--- src/rtl/spi_pkg.sv ---
// Shared SPI definitions used by spi_master and spi_slave_rx: mode constants,
// FSM encoding and default sizing.
package spi_pkg;

  localparam logic SPI_CPOL = 1'b0;
  localparam logic SPI_CPHA = 1'b0;

  localparam int unsigned DEF_DATA_WIDTH = 8;
  localparam int unsigned DEF_FIFO_DEPTH = 16;
  localparam int unsigned DEF_ADDR_WIDTH = 4;

  localparam logic [0:0] ST_IDLE  = 1'b0;
  localparam logic [0:0] ST_SHIFT = 1'b1;

endpackage

--- src/rtl/sync_fifo.sv ---
// Single-clock FIFO with registered read data and an occupancy count.
// A push into a full FIFO is accepted only when a pop happens in the same cycle.
module sync_fifo #(
  parameter int unsigned WIDTH      = 8,
  parameter int unsigned DEPTH      = 16,
  parameter int unsigned ADDR_WIDTH = 4
) (
  input  logic                  clk,
  input  logic                  rst_n,
  input  logic                  wr_en,
  input  logic [WIDTH-1:0]      wr_data,
  input  logic                  rd_en,
  output logic [WIDTH-1:0]      rd_data,
  output logic [ADDR_WIDTH:0]   level,
  output logic                  full,
  output logic                  empty,
  output logic                  wr_drop
);

  logic [WIDTH-1:0]      mem_q [DEPTH];
  logic [ADDR_WIDTH-1:0] wr_ptr_q, wr_ptr_d;
  logic [ADDR_WIDTH-1:0] rd_ptr_q, rd_ptr_d;
  logic [ADDR_WIDTH:0]   level_q, level_d;
  logic [WIDTH-1:0]      rd_data_q, rd_data_d;
  logic                  do_push, do_pop;

  assign full    = (level_q == (ADDR_WIDTH+1)'(DEPTH));
  assign empty   = (level_q == '0);
  assign do_pop  = rd_en & ~empty;
  assign do_push = wr_en & (~full | do_pop);
  assign wr_drop = wr_en & ~do_push;

  assign level   = level_q;
  assign rd_data = rd_data_q;

  always_comb begin
    wr_ptr_d  = wr_ptr_q;
    rd_ptr_d  = rd_ptr_q;
    level_d   = level_q;
    rd_data_d = rd_data_q;
    // Pointers are exactly ADDR_WIDTH bits, so increments wrap on their own.
    if (do_push) wr_ptr_d = wr_ptr_q + 1'b1;
    if (do_pop) begin
      rd_ptr_d  = rd_ptr_q + 1'b1;
      rd_data_d = mem_q[rd_ptr_q];
    end
    case ({do_push, do_pop})
      2'b10:   level_d = level_q + 1'b1;
      2'b01:   level_d = level_q - 1'b1;
      default: level_d = level_q;
    endcase
  end

  always_ff @(posedge clk) begin
    if (do_push) mem_q[wr_ptr_q] <= wr_data;
  end

  always_ff @(posedge clk or negedge rst_n) begin
    if (!rst_n) begin
      wr_ptr_q  <= '0;
      rd_ptr_q  <= '0;
      level_q   <= '0;
      rd_data_q <= '0;
    end else begin
      wr_ptr_q  <= wr_ptr_d;
      rd_ptr_q  <= rd_ptr_d;
      level_q   <= level_d;
      rd_data_q <= rd_data_d;
    end
  end

endmodule

--- src/rtl/spi_slave_rx.sv ---
// SPI mode 0 receiver: synchronises sclk/mosi/cs_n into clk, deserialises
// MSB-first words and queues them in a receive FIFO drained by a local consumer.
module spi_slave_rx
  import spi_pkg::*;
#(
  parameter int unsigned DATA_WIDTH = DEF_DATA_WIDTH,
  parameter int unsigned FIFO_DEPTH = DEF_FIFO_DEPTH,
  parameter int unsigned ADDR_WIDTH = DEF_ADDR_WIDTH
) (
  input  logic                  clk,
  input  logic                  rst_n,
  input  logic                  sclk,
  input  logic                  mosi,
  input  logic                  cs_n,
  input  logic                  fifo_rd_en,
  output logic [DATA_WIDTH-1:0] fifo_rd_data,
  output logic                  fifo_empty,
  output logic                  fifo_full,
  output logic [ADDR_WIDTH:0]   fifo_level,
  output logic                  rx_busy,
  output logic                  frame_err,
  output logic                  overflow,
  input  logic                  ovf_clr
);

  localparam int unsigned CntW = (DATA_WIDTH > 1) ? $clog2(DATA_WIDTH) : 1;
  localparam logic [CntW-1:0] LastBit = CntW'(DATA_WIDTH - 1);

  logic sclk_meta, sclk_s, sclk_d;
  logic mosi_meta, mosi_s;
  logic cs_meta, cs_n_s;
  logic rise;

  logic [1:0]            sync_vld_q;
  logic                  armed_q, armed_d;
  logic [0:0]            state_q, state_d;
  logic [CntW-1:0]       bit_cnt_q, bit_cnt_d;
  logic [DATA_WIDTH-2:0] shreg_q, shreg_d;
  logic [DATA_WIDTH-1:0] shifted;
  logic                  push;
  logic                  ferr_q, ferr_d;
  logic                  ovf_q, ovf_d;
  logic                  wr_drop;

  // Synchronisers reset to the idle line state so no false edge appears at release.
  always_ff @(posedge clk or negedge rst_n) begin
    if (!rst_n) begin
      sclk_meta  <= 1'b0;
      sclk_s     <= 1'b0;
      sclk_d     <= 1'b0;
      mosi_meta  <= 1'b0;
      mosi_s     <= 1'b0;
      cs_meta    <= 1'b1;
      cs_n_s     <= 1'b1;
      sync_vld_q <= 2'b00;
    end else begin
      sclk_meta  <= sclk;
      sclk_s     <= sclk_meta;
      sclk_d     <= sclk_s;
      mosi_meta  <= mosi;
      mosi_s     <= mosi_meta;
      cs_meta    <= cs_n;
      cs_n_s     <= cs_meta;
      sync_vld_q <= {sync_vld_q[0], 1'b1};
    end
  end

  assign rise    = sclk_s & ~sclk_d;
  assign rx_busy = ~cs_n_s;
  assign shifted = {shreg_q, mosi_s};

  // A frame may only start after cs_n_s has genuinely been seen high, so a frame
  // cut by reset is not resumed while cs_n stays low.
  assign armed_d = armed_q | (sync_vld_q[1] & cs_n_s);

  always_comb begin
    state_d   = state_q;
    bit_cnt_d = bit_cnt_q;
    shreg_d   = shreg_q;
    push      = 1'b0;
    ferr_d    = 1'b0;
    case (state_q)
      ST_IDLE: begin
        if (armed_q && !cs_n_s) begin
          state_d   = ST_SHIFT;
          bit_cnt_d = '0;
        end
      end
      ST_SHIFT: begin
        if (cs_n_s) begin
          state_d   = ST_IDLE;
          ferr_d    = (bit_cnt_q != '0);
          bit_cnt_d = '0;
        end else if (rise) begin
          shreg_d = shifted[DATA_WIDTH-2:0];
          if (bit_cnt_q == LastBit) begin
            push      = 1'b1;
            bit_cnt_d = '0;
          end else begin
            bit_cnt_d = bit_cnt_q + 1'b1;
          end
        end
      end
      default: state_d = ST_IDLE;
    endcase
  end

  // Clear wins over a same-cycle drop.
  assign ovf_d = ovf_clr ? 1'b0 : (wr_drop ? 1'b1 : ovf_q);

  always_ff @(posedge clk or negedge rst_n) begin
    if (!rst_n) begin
      state_q   <= ST_IDLE;
      armed_q   <= 1'b0;
      bit_cnt_q <= '0;
      shreg_q   <= '0;
      ferr_q    <= 1'b0;
      ovf_q     <= 1'b0;
    end else begin
      state_q   <= state_d;
      armed_q   <= armed_d;
      bit_cnt_q <= bit_cnt_d;
      shreg_q   <= shreg_d;
      ferr_q    <= ferr_d;
      ovf_q     <= ovf_d;
    end
  end

  assign frame_err = ferr_q;
  assign overflow  = ovf_q;

  sync_fifo #(
    .WIDTH      (DATA_WIDTH),
    .DEPTH      (FIFO_DEPTH),
    .ADDR_WIDTH (ADDR_WIDTH)
  ) u_rx_fifo (
    .clk     (clk),
    .rst_n   (rst_n),
    .wr_en   (push),
    .wr_data (shifted),
    .rd_en   (fifo_rd_en),
    .rd_data (fifo_rd_data),
    .level   (fifo_level),
    .full    (fifo_full),
    .empty   (fifo_empty),
    .wr_drop (wr_drop)
  );

endmodule

--- config.mk ---
export PLATFORM = sky130hd
export DESIGN_NAME = spi_slave_rx
export DESIGN_NICKNAME = d
export VERILOG_FILES = /design/src/rtl/spi_pkg.sv /design/src/rtl/sync_fifo.sv /design/src/rtl/spi_slave_rx.sv
export SDC_FILE = /design/constraint.sdc
export NUM_CORES = 1
export LEC_CHECK = 0
export CAP_MARGIN = 20
export CORE_ASPECT_RATIO = 1.75
export CORE_MARGIN = 2
export CORE_UTILIZATION = 40
export CTS_BUF_LIST = sky130_fd_sc_hd__clkbuf_2 sky130_fd_sc_hd__clkbuf_4 sky130_fd_sc_hd__clkbuf_8
export CTS_CLUSTER_SIZE = 24
export DETAILED_ROUTE_END_ITERATION = 12
export PLACE_DENSITY = 0.55
export SLEW_MARGIN = 5
export SYNTH_ARGS = -nofsm -noshare
export SYNTH_HDL_FRONTEND = slang
export SYNTH_SLANG_ARGS = --single-unit
--- constraint.sdc ---
create_clock -name clk -period 7.55 [get_ports clk]
set_input_delay 1.8875 -clock clk [delete_from_list [all_inputs] [get_ports clk]]
set_output_delay 1.8875 -clock clk [all_outputs]
set_load 0.005 [all_outputs]
==> out/metrics.cfg <==
[run_status]
outcome = completed

[timing]
slew_headroom = 0.347
setup_ws_ns = 3.34
setup_violations = 0
fin_crit_sh = 0.558
setup_tns_ns = 0
whs_ns = 0.357
hold_violations = 0
period_needed_ns = 4.21
tightest_slew_ns = 0.976
clock.fmax_ghz = 0.237
fin_skew_ns = 0.0175
grt_setup_unrepaired = no
slew_viol_final = 0

[layout]
fin_area_um2 = 7660
final_cell_mix = 128 x edfxtp_1, 41 x dfrtp_1, 30 x mux4_2, 23 x clkdlybuf4s50_1
diodes = 0
final_common_cell = edfxtp_1
drive_gt1_frac = 0.233
areaGrowthSynthToFinish_pct = 13.0
layout.nets = 419

[clock_tree]
ctsResizeCount = 0
cts_hold_buf = 0
cts_buffers = 17
clockBufferDepth = 2
cts_root_buffer = clkbuf_8
clock_latency_ns = 0.45
clock-sinks = 172
postCtsSetupRepairBufs = 0
htree_levels = 4
clk_pin_slew_ns = 0.09
cts_tree = done

[drt]
drtPass1Iterations = 4
vias_per_cell = 5.04
wl_mm = 12.5
wl_per_cell_um = 19.6
vias = 3220
first_iter_violations = 148
ant_nets = 0
route.detailed.drc = 0

[synth]
avgSynthCellArea_um2 = 18.6
synth_warnings = 0
syn_inst = 365
synth-seq-cells = 172
ys_seq_area_frac = 0.730
synth_nets = 385
synthDistinctLibCells = 43
synthesis.area_um2 = 6780

[global_route]
grt_pass1_wl_mm = 19.5
antenna_found_initial = 0
gr-usage-all-layers = 0.152
grt_start_max_net_pins = 45
overflow = 0
grt_pass1_vias = 3420

[die]
io_pins = 25
initial_core_util = 0.404
die_y_um = 176
core_um2 = 16800
dieArea_um2 = 18100
fp.dieW_um = 102
rows = 63

[worst_setup_path]
cp-start-kind = primary input
critPathCaptureType = flop
crit-reg2reg-launch = u_rx_fifo.level[1]
crit_slowest_cell = clkdlybuf4s50_1
cp.arrival_ns = 4.54
critical-path-max-stage-delay_ns = 0.49
crit_top_cell = ha_1
path_delay_family = simple AND/OR/NAND/NOR gates
critPathBufInv = 2
crit_start = fifo_rd_en
path_class = primary input to flop
crit_fanout = 9
reg2reg_slack_ns = 4.23
cp_cell_sequence = clkdlybuf4s50_1 > nor3_1 > nor2_2 > inv_1 > ha_1 > ha_1 > nor2b_1 > o21ai_0 > a21oi_1 > or3b_2 > xnor2_1
cp_data_required_time_ns = 7.87

[placed_design]
portBuffers = 24
pre_cts_slack_ns = 2.87
placed_cell_area_um2 = 7210
gp_congestion = 0.838
dp.final_hpwl_mm = 8.45

[power_and_ir_drop]
power_leakage_nw = 2.61
ir_drop_mv = 0.176
total_power_w = 0.00246
power.density_nw_per_um2 = 321

[flow_run]
max_cap_viol_count = 0

[worst_hold_path]
min_from = mosi_meta
hp-class = flop to flop

flip-flops by register name (all words and copies together), names as in the netlist, 2 cells and up:
name and count:
u_rx_fifo.wr_ptr_q 4, u_rx_fifo.level 5, u_rx_fifo.rd_data 8, u_rx_fifo.mem_q 128, shreg_q 7, u_rx_fifo.rd_ptr_q 4
sync_vld_q 2, bit_cnt_q 3
synth_stat cells:
cell type	number	share of area
nand3b_1	1	0.0011
nor2b_1	1	0.00092
ha_1	12	0.022
or4_4	1	0.0017
a31o_2	1	0.0013
nand3_1	2	0.0015
mux4_2	30	0.10
a22o_1	1	0.0013
mux2_2	15	0.025
nor3_1	5	0.0037
or2_2	1	0.00092
nand2b_1	4	0.0037
a21o_1	2	0.0022
xor2_1	3	0.0039
nor2_2	1	0.00092
o22ai_1	14	0.013
a31oi_1	2	0.0018
nand2_1	14	0.0077
buf_1	1	0.00055
mux2i_1	2	0.0030
o21ai_0	6	0.0044
fa_1	1	0.0030
nor2_1	17	0.0094
buf_4	3	0.0033
nand2_4	1	0.0017
or3b_2	1	0.0013
inv_1	13	0.0072
buf_2	2	0.0015
o21a_4	1	0.0022
clkdlybuf4s15_1	1	0.0015
dfrtp_1	42	0.15
xnor2_1	7	0.0090
and4bb_2	1	0.0018
a32o_1	1	0.0015
buf_6	2	0.0033
dfstp_2	2	0.0077
clkbuf_1	6	0.0033
nand4_1	2	0.0018
conb_1	1	0.00055
a21oi_1	11	0.0081
edfxtp_1	128	0.57
mux4_1	2	0.0077
clkbuf_8	1	0.0020
layer usage:
metal / up-vias / share of wire / GRT usage
met5: - / 0 / 0
met3: 18 / 0.033 / 0.0317
met4: 0 / 0.031 / 0.0683
li1: 1487 / - / -
met1: 1648 / 0.35 / 0.166
met2: 67 / 0.58 / 0.276
per-stage QoR:
| stage | util | cells |
|---|---|---|
| after global routing | 0.457 | 639 |
| after global placement | 0.430 | 602 |
| after floorplan | - | 365 |
| final | 0.457 | 639 |
| after CTS | 0.454 | 634 |
| after detailed placement | 0.430 | 602 |
worst paths after layout:
path                                          to  cells after the start
min in group asynchronous           bit_cnt_q[1]                      1
min                                       mosi_s                      0
max in group asynchronous  u_rx_fifo.rd_ptr_q[1]                      2
max reg2reg                   u_rx_fifo.level[4]                     12
min reg2reg                               mosi_s                      0
max                           u_rx_fifo.level[4]                     11
logic make-up after synthesis:
family,Yosys count,synth area share
DFF,172,0.730
and+or+nand+nor,52,0.0382
muxes,49,0.135
AOI/OAI and AO/OA,39,0.0358
buffers and inverters,29,0.0227
adders and majority gates,13,0.0251
xor gates and xnor gates,10,0.0129
other,1,0.000553
area by class of cell:
cell class / instances / area (um2)
Clock buffer: 19 / 249
Clock inverter: 13 / 159
Fill cell: 1426 / 9130
Inverter: 13 / 48.8
Multi-Input combinational cell: 164 / 1680
Sequential cell: 172 / 4950
Tap cell: 227 / 284
Timing Repair Buffer: 31 / 295
where the power goes:
group / switching (W) / internal, W
Sequential: 0.000108 / 0.00111
Clock: 0.000337 / 0.000311
Combinational: 0.000269 / 0.000325
Note: power is estimated with default switching activity, not from simulation.
